### src/rtl/membus_arb_if.sv
// Per-master request/response bundle for membus_arb.
// The master modport drives the request; the slave modport returns rdy/rdata.
interface membus_arb_if;
    logic        req;
    logic [31:0] adr;
    logic [31:0] wdata;
    logic [3:0]  wstrb;
    logic        rdy;
    logic [31:0] rdata;

    modport master (
        output req, adr, wdata, wstrb,
        input  rdy, rdata
    );

    modport slave (
        input  req, adr, wdata, wstrb,
        output rdy, rdata
    );
endinterface

### src/rtl/membus_arb.sv
// Two-master (debug m0, CPU m1) to one-slave registered memory bus arbiter.
// Define MEMBUS_ARB_RR_EN for round-robin tie-breaking instead of fixed m0 priority.
module membus_arb #(
    parameter int RD_LATENCY = 1
) (
    input  logic               clk,
    input  logic               reset,
    membus_arb_if.slave        m0,
    membus_arb_if.slave        m1,
    input  logic               m1_en,
    output logic               mem_op,
    output logic [31:0]        mem_adr,
    output logic [31:0]        mem_di,
    output logic [3:0]         mem_wren,
    input  logic [31:0]        mem_do,
    output logic               busy,
    output logic               gnt
);

    typedef enum logic [1:0] {IDLE, ISSUE, WAIT, RESP} state_t;

    localparam logic [1:0] CNT_INIT = 2'(RD_LATENCY - 1);

    state_t      state_q, state_d;
    logic [1:0]  cnt_q, cnt_d;
    logic [3:0]  wstrb_q, wstrb_d;
    logic        gnt_q, gnt_d;
    logic [31:0] adr_q, adr_d;
    logic [31:0] di_q, di_d;
    logic        op_q, op_d;
    logic [3:0]  wren_q, wren_d;
    logic        rdy0_q, rdy0_d;
    logic        rdy1_q, rdy1_d;
    logic [31:0] rd0_q, rd0_d;
    logic [31:0] rd1_q, rd1_d;
    logic [31:0] cap;

    logic v0, v1, pick;

    assign v0 = m0.req;
    assign v1 = m1.req & m1_en;

`ifdef MEMBUS_ARB_RR_EN
    logic rr_last_q;

    // Tie goes to whoever was not granted last; reset value favours m0.
    assign pick = (v0 & v1) ? ~rr_last_q : ~v0;

    always_ff @(posedge clk) begin
        if (reset)
            rr_last_q <= 1'b1;
        else if (state_q == IDLE && (v0 | v1))
            rr_last_q <= pick;
    end
`else
    assign pick = ~v0;
`endif

    // Writes return zero so a stale OR-bus value never reaches the master.
    assign cap = (wstrb_q != 4'h0) ? 32'h0 : mem_do;

    always_comb begin
        state_d = state_q;
        cnt_d   = cnt_q;
        wstrb_d = wstrb_q;
        gnt_d   = gnt_q;
        adr_d   = adr_q;
        di_d    = di_q;
        op_d    = 1'b0;
        wren_d  = 4'h0;
        rdy0_d  = 1'b0;
        rdy1_d  = 1'b0;
        rd0_d   = rd0_q;
        rd1_d   = rd1_q;
        unique case (state_q)
            IDLE: begin
                if (v0 | v1) begin
                    gnt_d   = pick;
                    adr_d   = pick ? m1.adr : m0.adr;
                    di_d    = pick ? m1.wdata : m0.wdata;
                    wstrb_d = pick ? m1.wstrb : m0.wstrb;
                    wren_d  = pick ? m1.wstrb : m0.wstrb;
                    op_d    = 1'b1;
                    state_d = ISSUE;
                end
            end
            ISSUE: begin
                cnt_d   = CNT_INIT;
                state_d = WAIT;
            end
            WAIT: begin
                if (cnt_q != 2'd0) begin
                    cnt_d = cnt_q - 2'd1;
                end else begin
                    if (gnt_q) begin
                        rd1_d  = cap;
                        rdy1_d = 1'b1;
                    end else begin
                        rd0_d  = cap;
                        rdy0_d = 1'b1;
                    end
                    state_d = RESP;
                end
            end
            RESP: begin
                state_d = IDLE;
            end
            default: state_d = IDLE;
        endcase
    end

    always_ff @(posedge clk) begin
        if (reset) begin
            state_q <= IDLE;
            cnt_q   <= 2'd0;
            wstrb_q <= 4'h0;
            gnt_q   <= 1'b0;
            adr_q   <= 32'h0;
            di_q    <= 32'h0;
            op_q    <= 1'b0;
            wren_q  <= 4'h0;
            rdy0_q  <= 1'b0;
            rdy1_q  <= 1'b0;
            rd0_q   <= 32'h0;
            rd1_q   <= 32'h0;
        end else begin
            state_q <= state_d;
            cnt_q   <= cnt_d;
            wstrb_q <= wstrb_d;
            gnt_q   <= gnt_d;
            adr_q   <= adr_d;
            di_q    <= di_d;
            op_q    <= op_d;
            wren_q  <= wren_d;
            rdy0_q  <= rdy0_d;
            rdy1_q  <= rdy1_d;
            rd0_q   <= rd0_d;
            rd1_q   <= rd1_d;
        end
    end

    assign mem_op   = op_q;
    assign mem_adr  = adr_q;
    assign mem_di   = di_q;
    assign mem_wren = wren_q;
    assign busy     = (state_q != IDLE);
    assign gnt      = gnt_q;
    assign m0.rdy   = rdy0_q;
    assign m0.rdata = rd0_q;
    assign m1.rdy   = rdy1_q;
    assign m1.rdata = rd1_q;

endmodule

### src/flat_wrapper.sv
// flat-port wrapper written by rule: the top's interface ports become plain ports
module membus_arb_flat 
#(
    parameter int RD_LATENCY = 1
)
  (clk, reset, m1_en, mem_op, mem_adr, mem_di, mem_wren, mem_do, busy, gnt, m0_req, m0_adr, m0_wdata, m0_wstrb, m0_rdy, m0_rdata, m1_req, m1_adr, m1_wdata, m1_wstrb, m1_rdy, m1_rdata);
  membus_arb_if m0_i ();
  membus_arb_if m1_i ();
  input  logic clk;
  input  logic reset;
  input  logic m1_en;
  output logic mem_op;
  output logic [31:0] mem_adr;
  output logic [31:0] mem_di;
  output logic [3:0] mem_wren;
  input  logic [31:0] mem_do;
  output logic busy;
  output logic gnt;
  input wire logic [$bits(m0_i.req)-1:0] m0_req;
  input wire logic [$bits(m0_i.adr)-1:0] m0_adr;
  input wire logic [$bits(m0_i.wdata)-1:0] m0_wdata;
  input wire logic [$bits(m0_i.wstrb)-1:0] m0_wstrb;
  output wire logic [$bits(m0_i.rdy)-1:0] m0_rdy;
  output wire logic [$bits(m0_i.rdata)-1:0] m0_rdata;
  input wire logic [$bits(m1_i.req)-1:0] m1_req;
  input wire logic [$bits(m1_i.adr)-1:0] m1_adr;
  input wire logic [$bits(m1_i.wdata)-1:0] m1_wdata;
  input wire logic [$bits(m1_i.wstrb)-1:0] m1_wstrb;
  output wire logic [$bits(m1_i.rdy)-1:0] m1_rdy;
  output wire logic [$bits(m1_i.rdata)-1:0] m1_rdata;
  assign m0_i.req = m0_req;
  assign m0_i.adr = m0_adr;
  assign m0_i.wdata = m0_wdata;
  assign m0_i.wstrb = m0_wstrb;
  assign m0_rdy = m0_i.rdy;
  assign m0_rdata = m0_i.rdata;
  assign m1_i.req = m1_req;
  assign m1_i.adr = m1_adr;
  assign m1_i.wdata = m1_wdata;
  assign m1_i.wstrb = m1_wstrb;
  assign m1_rdy = m1_i.rdy;
  assign m1_rdata = m1_i.rdata;
  membus_arb #(.RD_LATENCY(RD_LATENCY)) u_core (.clk(clk), .reset(reset), .m0(m0_i), .m1(m1_i), .m1_en(m1_en), .mem_op(mem_op), .mem_adr(mem_adr), .mem_di(mem_di), .mem_wren(mem_wren), .mem_do(mem_do), .busy(busy), .gnt(gnt));
endmodule
### config.mk
export PLATFORM = sky130hd
export DESIGN_NAME = membus_arb_flat
export DESIGN_NICKNAME = d
export VERILOG_FILES = /design/src/rtl/membus_arb_if.sv /design/src/rtl/membus_arb.sv /design/src/flat_wrapper.sv
export SDC_FILE = /design/constraint.sdc
export NUM_CORES = 1
export LEC_CHECK = 0
export CAP_MARGIN = 40
export CORE_MARGIN = 10
export CORE_UTILIZATION = 39
export DETAILED_ROUTE_END_ITERATION = 7
export PLACE_DENSITY = 0.81
export SYNTH_ARGS = -nofsm -noshare
export SYNTH_HDL_FRONTEND = slang
export SYNTH_SLANG_ARGS = --single-unit
### constraint.sdc
create_clock -name clk -period 2.1 [get_ports clk]
set_clock_uncertainty 0.15 [all_clocks]
set_input_delay 0.42 -clock clk [delete_from_list [all_inputs] [get_ports clk]]
set_output_delay 0.42 -clock clk [all_outputs]
set_load 0.02 [all_outputs]
# Word-level counts from Yosys, hierarchy flattened
# Cells that the tools add are included.
# classes
n_shift	0
n_reduce_logical	13
n_bitwise	8
n_div	0
magnitude_cmp	0
n_addsub	1
eq_ne	6
n_mul	0
n_mux	12
# ops
cell	n
2-to-1 mux 32 bit	3
one-hot mux 2 bit (4 select lines)	1
2-to-1 mux 2 bit	3
inverter 1 bit	6
AND reduction 2 bit	3
AND reduction 3 bit	2
nonzero test 2 bit	3
OR reduction 3 bit	2
equality test 2 bit, second input constant	2
2-to-1 mux 4 bit	1
!= test 2 x 1 -> 1 bit, second input constant	2
one-hot mux 2 bit (2 select lines)	1
nonzero test 4 bit	1
2-to-1 mux 1 bit	3
equality test 2 x 1 -> 1 bit, second input constant	1
logical NOT 2 bit	1
!= test 2 bit, second input constant	1
OR reduction 2 bit	1
subtractor 2 x 1 -> 2 bit, second input constant	1
AND 1 bit	1
bitwise OR 1 bit	1
# word_totals
ram_bits	0
input_bits	173
reg_bits	144
rom_bits	0
output_inout_bits	137
elab_cells	52
latchBits	0
mem_count	0

# Longest topological paths before layout
# Gate-level depths: netlist of the first run.
# depth
word_depth	4
depth_mapped	8
depth_no_buf	5

# Worst setup path before layout of the first run
# OpenSTA, ideal clock, no wires.
# synth_path
kind	in2reg
startpoint	input port m0_req
endpoint	register u_core.di_q[11], in the netlist u_core.mem_di[11]
arrival_ps	1589
cell_stages	8
required_time_ps	1864
setup_ps	86
slack_ps	276
cell_sequence	buf_2 -> a21o_1 -> buf_2 -> and2_1 -> clkbuf_1 -> buf_4 -> buf_4 -> a211oi_1
# synth_via
elab_chain_len	2
# synth_lines
element	line	rtl
from (decl)	flat_wrapper.sv:19	input wire logic [$bits(m0_i.req)-1:0] m0_req;
bitwise OR 1 bit	membus_arb.sv:77	if (v0 | v1) begin
AND reduction 2 bit (no line)	-	
to (signal assigned)	membus_arb.sv:132	di_q <= di_d;
to (decl)	membus_arb.sv:29	logic [31:0] di_q, di_d;
# Parallel ways exist; a longest one is shown, timed or not.
# A chain may end at the register's enable or synchronous reset.

# Worst setup path after layout of the first run
# layout_path
startpoint	register u_core.adr_q[0], in the netlist u_core.mem_adr[0]
endpoint	output port mem_adr[0]
# layout_rtl
element	line	rtl
from (decl)	membus_arb.sv:28	logic [31:0] adr_q, adr_d;
from (signal assigned)	membus_arb.sv:131	adr_q <= adr_d;
to (decl)	flat_wrapper.sv:13	output logic [31:0] mem_adr;
# No word-level cell between the ends.

==> results by group, run 1 <==
Hold path
  – Worst Hold Class: register to register

Critical path
  – Worst Setup End Kind: output port
  – Worst path bufs/invs: 1
  – Crit path launch: u_core.mem_adr[0]$_SDFFE_PP0P_
  – Crit path depth: 1
  – Critical Path AT: 1.45 ns
  – Slowest cell on the critical path: clkdlybuf4s50_1
  – R2R depth: 4
  – Crit-path max cell delay: 0.70 ns
  – Critical path destination: mem_adr[0]
  – Kind of start point of the critical path: register
  – CP required: 1.53 ns
  – Worst reg2reg path startpoint: u_core.wstrb_q[3]$_SDFFE_PP0P_
  – Crit path kind: register to output port
  – Top delay family on crit path: buffers and inverters
  – Reg2Reg Setup Slack: 0.27 ns
  – Cells along the critical path: clkdlybuf4s50_1
  – Reg-to-reg endpoint: u_core.m0.rdata[25]$_SDFFE_PP0P_
  – Highest net fanout along the worst path: 2

CTS
  – Post-cts repair resize count: 1
  – Num Clock Sinks: 144
  – Clock Latency Late Sink: 0.41 ns
  – Postcts setup bufs: 0
  – CTS tree: done
  – Total CTS buffers: 17
  – Htree depth: 4
  – Hold buffers post-CTS: 0
  – Root Buffer: clkbuf_16
  – CTS max path bufs: 2
  – Clk slew on worst S/H paths: about 0.050 ns

Power
  – Leak: 3.60 nW
  – Pwr dens: ~1100 nW/um^2
  – Worst vdd rail ir drop: approximately 0.71 mV

Synthesis
  – Ys flop type: dfxtp_1
  – Post-synth EDFFs: 0
  – Netlist cell types: 27
  – Post-Syn Nets: 690
  – Yosys warns: 0
  – Cells after Synth: 511
  – Register area share after synthesis: 52.0%
  – Post-Syn Area: 5550 um^2
  – FFs w/ async S/R, synth: 0%
  – Mean area per synthesized cell: roughly 11 um^2
  – Synth Register Bits: 144

Global route
  – Gr usage total: 20.2%
  – Largest net degree at the start of global routing: 48
  – Vias in the first global route: about 5700
  – GRT Residual Overflow: 0
  – Initial antenna violation count: 0
  – First-pass GRT wire length: 31700 um

Run
  – Max-Cap Viols: 0

Cells and area
  – Area growth syn-to-layout: 69.0%
  – Most common cell after layout, fill and taps aside: clkdlybuf4s50_1
  – Final nets: 980
  – Commonest non-fill, non-tap cells in the layout: 305 x clkdlybuf4s50_1, 144 x dfxtp_1, 70 x a21oi_1
  – Antenna Cells: 0
  – Layout cells sized above 1: 6.54%
  – Layout Cells excl Fill: 990
  – Final core occ: about two thirds

Timing
  – Least-Margin Pin Slew: 0.462 ns
  – Max-slew violation count: 0
  – Max_slew headroom: roughly 69%
  – FMAX: 0.495 GHz
  – RSZ-0062 raised after global routing: false
  – Period utilisation layout: between 90 and 100%
  – Min Tclk post-route: 2.02 ns
  – Final setup fails: 0
  – Setup Total Neg Slack: 0 ns
  – Fin. Hold Viols: 0

Place
  – DP Cell Count: 962
  – GPL Wtd Cong: 0.832
  – Port Buf Inserts: 309
  – HPWL after detailed placement: ~16000 um

Routing
  – Total number of vias: about 5200
  – Final ANT Viol Nets: 0
  – Routed WL: 20400 um
  – DR DRC count: 0
  – Drt wl/cell: 20.6 um
  – Detailed Routing Iterations Pass 1: 6
  – Initial detailed-routing violation count: 276
  – DR vias/cell: 5.30

Floorplan
  – Die width: 139 um
  – # IOs: 310
  – Die H: 139 um
  – Initial Util: 39.8%
  – Core Region: 13900 um^2
  – Die area: 19400 um^2
  – Site row count: 43

Run status
  – Status: finished, final reports clean
==> layout make-up <==
class / count / area [um^2]
inverter: 7 / 26.3
clock buffer: 21 / 470
sequential: 144 / 2880
tap: 180 / 225
timing repair buffer: 324 / 3270
multi-input combinational: 307 / 2410
fill: 1054 / 4560
clock inverter: 7 / 87.6
==> logic make-up after synthesis <==
group / after synthesis / synth area share (%)
AOI/OAI and AO/OA: 211 / 26.8
adders and majority gates: 6 / 1.35
buffers and inverters: 60 / 4.96
DFF: 144 / 52.0
muxes: 69 / 12.4
and+or+nand+nor: 21 / 2.46
==> synth_stat cells (3+ instances only) <==
cell      count  area share, %
ha_1          6            1.4
buf_4         6           0.81
a21oi_1      70            6.3
nand2b_1      5           0.56
a22o_1       64             10
nor3_1        4           0.36
mux2i_1      69             12
a211oi_1     69            9.3
inv_1         7           0.47
buf_2         4           0.36
buf_6         3           0.61
dfxtp_1     144             52
nor2_1        3           0.20
clkbuf_1     40            2.7
==> power breakdown <==
group	total [W]	switching, W	internal (W)
registers	0.00362	0.000315	0.00331
clock network	0.00287	0.00106	0.00181
logic	0.00422	0.00230	0.00192
total	0.0107	0.00367	0.00703
==> metrics by stage <==
step	hold WS, ns	power (W)	instance area, um^2	setup slack (ns)
finish	0.322	0.0107	9380	0.0813
global route	0.342	0.0113	9380	0.00863
CTS	0.325	0.0108	9380	0.0397
detailed placement	0.304	0.00792	8820	0.0867
global placement	0.300	0.00780	8820	0.161
floorplan	0.294	0.00588	5550	0.276
==> how the worst min path moves through the flow <==
stage               depth (start not counted)  slack [ns]                       startpoint                         endpoint
floorplan                                   2        0.29     u_core.cnt_q[1]$_SDFFE_PP0P_     u_core.cnt_q[1]$_SDFFE_PP0P_
global placement                            2        0.30     u_core.cnt_q[1]$_SDFFE_PP0P_     u_core.cnt_q[1]$_SDFFE_PP0P_
detailed placement                          1        0.30  u_core.m1.rdata[9]$_SDFFE_PP0P_  u_core.m1.rdata[9]$_SDFFE_PP0P_
CTS                                         1        0.32  u_core.m0.rdata[0]$_SDFFE_PP0P_  u_core.m0.rdata[0]$_SDFFE_PP0P_
global route                                1        0.34  u_core.m0.rdata[4]$_SDFFE_PP0P_  u_core.m0.rdata[4]$_SDFFE_PP0P_
finish                                      1        0.32  u_core.m0.rdata[0]$_SDFFE_PP0P_  u_core.m0.rdata[0]$_SDFFE_PP0P_
==> metal layers <==
layer | global-route usage, % | routed length (um) | vias up
met4 | 8.07 | 546 | 0
met5 | 0 | 0 | -
met1 | 22.5 | 8030 | 2455
li1 | - | - | 2515
met2 | 33.5 | 9980 | 242
met3 | 8.51 | 1800 | 31
==> registers in the layout, summed over array words and instances, names as in the netlist <==
register / count
u_core.m0.rdata: 32
u_core.m1.rdata: 32
u_core.mem_adr: 32
u_core.mem_di: 32
u_core.mem_wren: 4
u_core.wstrb_q: 4
u_core.cnt_q: 2
u_core.state_q: 2
u_core.gnt: 1
u_core.m0.rdy: 1
u_core.m1.rdy: 1
u_core.mem_op: 1
Note: power is estimated with default switching activity, not from simulation.
==> inputs of run 2 (changes only) <==
--- a/config.mk
+++ b/config.mk
@@ -6,6 +6,7 @@
 export NUM_CORES = 1
 export LEC_CHECK = 0
 export CAP_MARGIN = 40
+export CORE_ASPECT_RATIO = 0.9
 export CORE_MARGIN = 10
 export CORE_UTILIZATION = 39
 export DETAILED_ROUTE_END_ITERATION = 7
==> constraint.sdc (replaced) <==
create_clock -name clk -period 1.9 [get_ports clk]
set_clock_uncertainty 0.15 [all_clocks]
set_input_delay 0.38 -clock clk [delete_from_list [all_inputs] [get_ports clk]]
set_output_delay 0.38 -clock clk [all_outputs]
set_load 0.02 [all_outputs]
==> run 2 against run 1 <==
Sequential share of layout area up 0.12 points. Final cell count up 2.3%. Sequential power up 10%. Highest routed layer unchanged. Wire length up 0.53%. Critical endpoint is now busy. Largest power group unchanged. Critical path depth up 3. Combinational power up 5.7%. Clock power up 13%.
==> results by group, run 2 (same netlist as run 1, synthesis figures left out) <==
Run status
  – Status: finished, final reports clean

Critical path
  – Cells along the critical path: inv_2, ha_4, inv_1, buf_6
  – Critical Path AT: 1.31 ns (-0.14 ns)
  – Crit-path max cell delay: 0.36 ns (-0.34 ns)
  – Crit path kind: register to output port
  – Worst reg2reg path startpoint: u_core.wstrb_q[3]$_SDFFE_PP0P_
  – Worst Setup End Kind: output port
  – Slowest cell on the critical path: dfxtp_1
  – CP required: 1.37 ns (-0.16 ns)
  – Kind of start point of the critical path: register
  – Crit path launch: u_core.state_q[0]$_SDFFE_PP0P_
  – Highest net fanout along the worst path: 6 (+4)

Routing
  – Detailed Routing Iterations Pass 1: 5 (-1)
  – Drt wl/cell: 20.2 um (-1.8%)
  – DR DRC count: 0 (unchanged)
  – Total number of vias: 5330 (+1.7%)
  – Final ANT Viol Nets: 0 (unchanged)
  – Routed WL: 20500 um (+0.53%)
  – DR vias/cell: 5.26 (-0.65%)
  – Initial detailed-routing violation count: 235 (-15%)

CTS
  – Htree depth: 4 (unchanged)
  – Clk slew on worst S/H paths: 0.06 ns (about the same)
  – Root Buffer: clkbuf_16
  – CTS max path bufs: 2 (unchanged)
  – Num Clock Sinks: 144 (unchanged)
  – Clock Latency Late Sink: 0.42 ns (about the same)
  – Total CTS buffers: 17 (unchanged)
  – CTS tree: done

Hold path
  – Worst Hold Class: register to register
  – Worst min-delay path startpoint: u_core.m1.rdata[27]$_SDFFE_PP0P_

Timing
  – Worst setup margin: 0.0611 ns (-0.0202 ns)
  – Final setup fails: 0 (unchanged)
  – Max-slew violation count: 0 (unchanged)
  – Period utilisation layout: a little over nine tenths
  – FMAX: between 0.5 and 0.6 GHz
  – Min Tclk post-route: around 1.8 ns
  – Setup Total Neg Slack: 0 ns (unchanged)
  – Max_slew headroom: 73.8% (+4.6 points)
  – Fin. Hold Viols: 0 (unchanged)
  – Least-Margin Pin Slew: 0.393 ns (-0.0693 ns)

Cells and area
  – Area growth syn-to-layout: 68.4%
  – Layout cells sized above 1: 8.17% (+1.6 points)
  – Final core occ: 66.7% (-0.56 points)
  – Commonest non-fill, non-tap cells in the layout: 170 x clkdlybuf4s50_1, 143 x dfxtp_1, 129 x dlygate4sd2_1
  – Final nets: 986 (+0.61%)
  – Antenna Cells: 0 (unchanged)
  – Most common cell after layout, fill and taps aside: clkdlybuf4s50_1
  – Layout fillers: 1101 (+4.5%)

Place
  – Setup slack at placement: -0.0926 ns (-0.179 ns)
  – HPWL after detailed placement: 15500 um (-1.8%)
  – Port Buf Inserts: 309 (unchanged)
  – GPL Wtd Cong: 0.765 (-8.1%)

Global route
  – Initial antenna violation count: 0 (unchanged)
  – Met3 usage in global routing: 8.67% (+0.16 points)
  – Top Usage Layer GRT: met2
  – Largest net degree at the start of global routing: 80 (+67%)
  – First-pass GRT wire length: 31400 um (-0.76%)
  – GR Util met2: 35.1% (+1.6 points)
  – GRT Residual Overflow: 0 (unchanged)
  – Met1 Usage GRT: 22.0% (-0.54 points)
  – Gr usage total: 20.2% (-0.021 points)
  – Vias in the first global route: 5630 (-0.65%)

Floorplan
  – Site row count: 41 (-4.7%)
  – Initial Util: 39.6% (-0.20 points)
  – Die H: 133 um (-4.4%)
  – Die area: 19400 um^2 (about the same)
  – # IOs: 310 (unchanged)
  – Core Region: 14000 um^2 (+0.50%)
  – Die width: 146 um (+4.6%)

Power
  – Worst vdd rail ir drop: 0.699 mV (-1.7%)
  – Leak: 4.31 nW (+19%)
  – Pwr dens: 1250 nW/um^2 (+9.6%)

Run
  – Max-Cap Viols: 0 (unchanged)
==> run 2: changes by cell type in the layout (fill, tap and decap cells not counted), moves of 4 or more <==
cell             change
clkdlybuf4s50_1    -135
dlygate4sd2_1      +128
clkinv_4             +4
dlymetal6s2s_1       +7
buf_4                +4
==> run 2: report_power, final <==
part / internal, W / leakage (nW) / total, W / switching [W]
sequential: 0.00366 / 1.18 / 0.00399 / 0.000332
combinational: 0.00187 / 2.84 / 0.00446 / 0.00259
clock: 0.00196 / 0.290 / 0.00325 / 0.00129
total: 0.00749 / 4.31 / 0.0117 / 0.00421
==> run 2: path summary, 6_finish.rpt <==
path / endpoint / slack, ns / depth (start not counted)
min: u_core.m1.rdata[27]$_SDFFE_PP0P_ / 0.32 / 1
max: busy / 0.06 / 4
min reg2reg: u_core.m1.rdata[27]$_SDFFE_PP0P_ / 0.32 / 1
max reg2reg: u_core.m0.rdata[28]$_SDFFE_PP0P_ / 0.09 / 4
==> run 2: layout make-up <==
type | instances | area, um^2 | share of cell area (%)
clock buffers | 18 | 439 | 4.70
clock inverters | 14 | 141 | 1.51
inverters | 7 | 26.3 | 0.281
multi-input cells | 307 | 2420 | 25.9
flip-flops and latches | 144 | 2880 | 30.9
well taps | 193 | 241 | 2.58
repair buffers | 330 | 3190 | 34.1
==> run 2: repair_timing <==
| action | in CTS | in global routing |
|---|---|---|
| cloned | 0 | 0 |
| hold endpoints to repair | 0 | 0 |
| resized for setup | 133 | 8 |
| hold buffers | 0 | 0 |
| pin swaps | 0 | 1 |
| setup endpoints to repair | 130 | 8 |
| buffers inserted | 0 | 4 |
==> run 2: per-stage QoR <==
stage | hold slack, ns | cells | cell area (um^2) | power (W)
floorplan | 0.294 | 511 | 5550 | 0.00650
global placement | 0.302 | 977 | 8860 | 0.00863
detailed placement | 0.303 | 977 | 8860 | 0.00877
CTS | 0.321 | 1009 | 9300 | 0.0117
global route | 0.327 | 1013 | 9350 | 0.0123
finish | 0.318 | 1013 | 9350 | 0.0117
==> run 2: layer usage <==
metal	routed length [um]	vias to the layer above	share of wire, %
met2	10300	256	50
met3	2030	20	9.9
met4	312	0	1.5
met5	0	-	0
li1	-	2536	-
met1	7800	2518	38
==> run 2: critical path, delay by kind of cell (launching register included) <==
family / cells / cell delay (ns)
flip-flops: 1 / 0.36
buffers and inverters: 3 / 0.35
adder cells (fa/ha/maj): 1 / 0.18
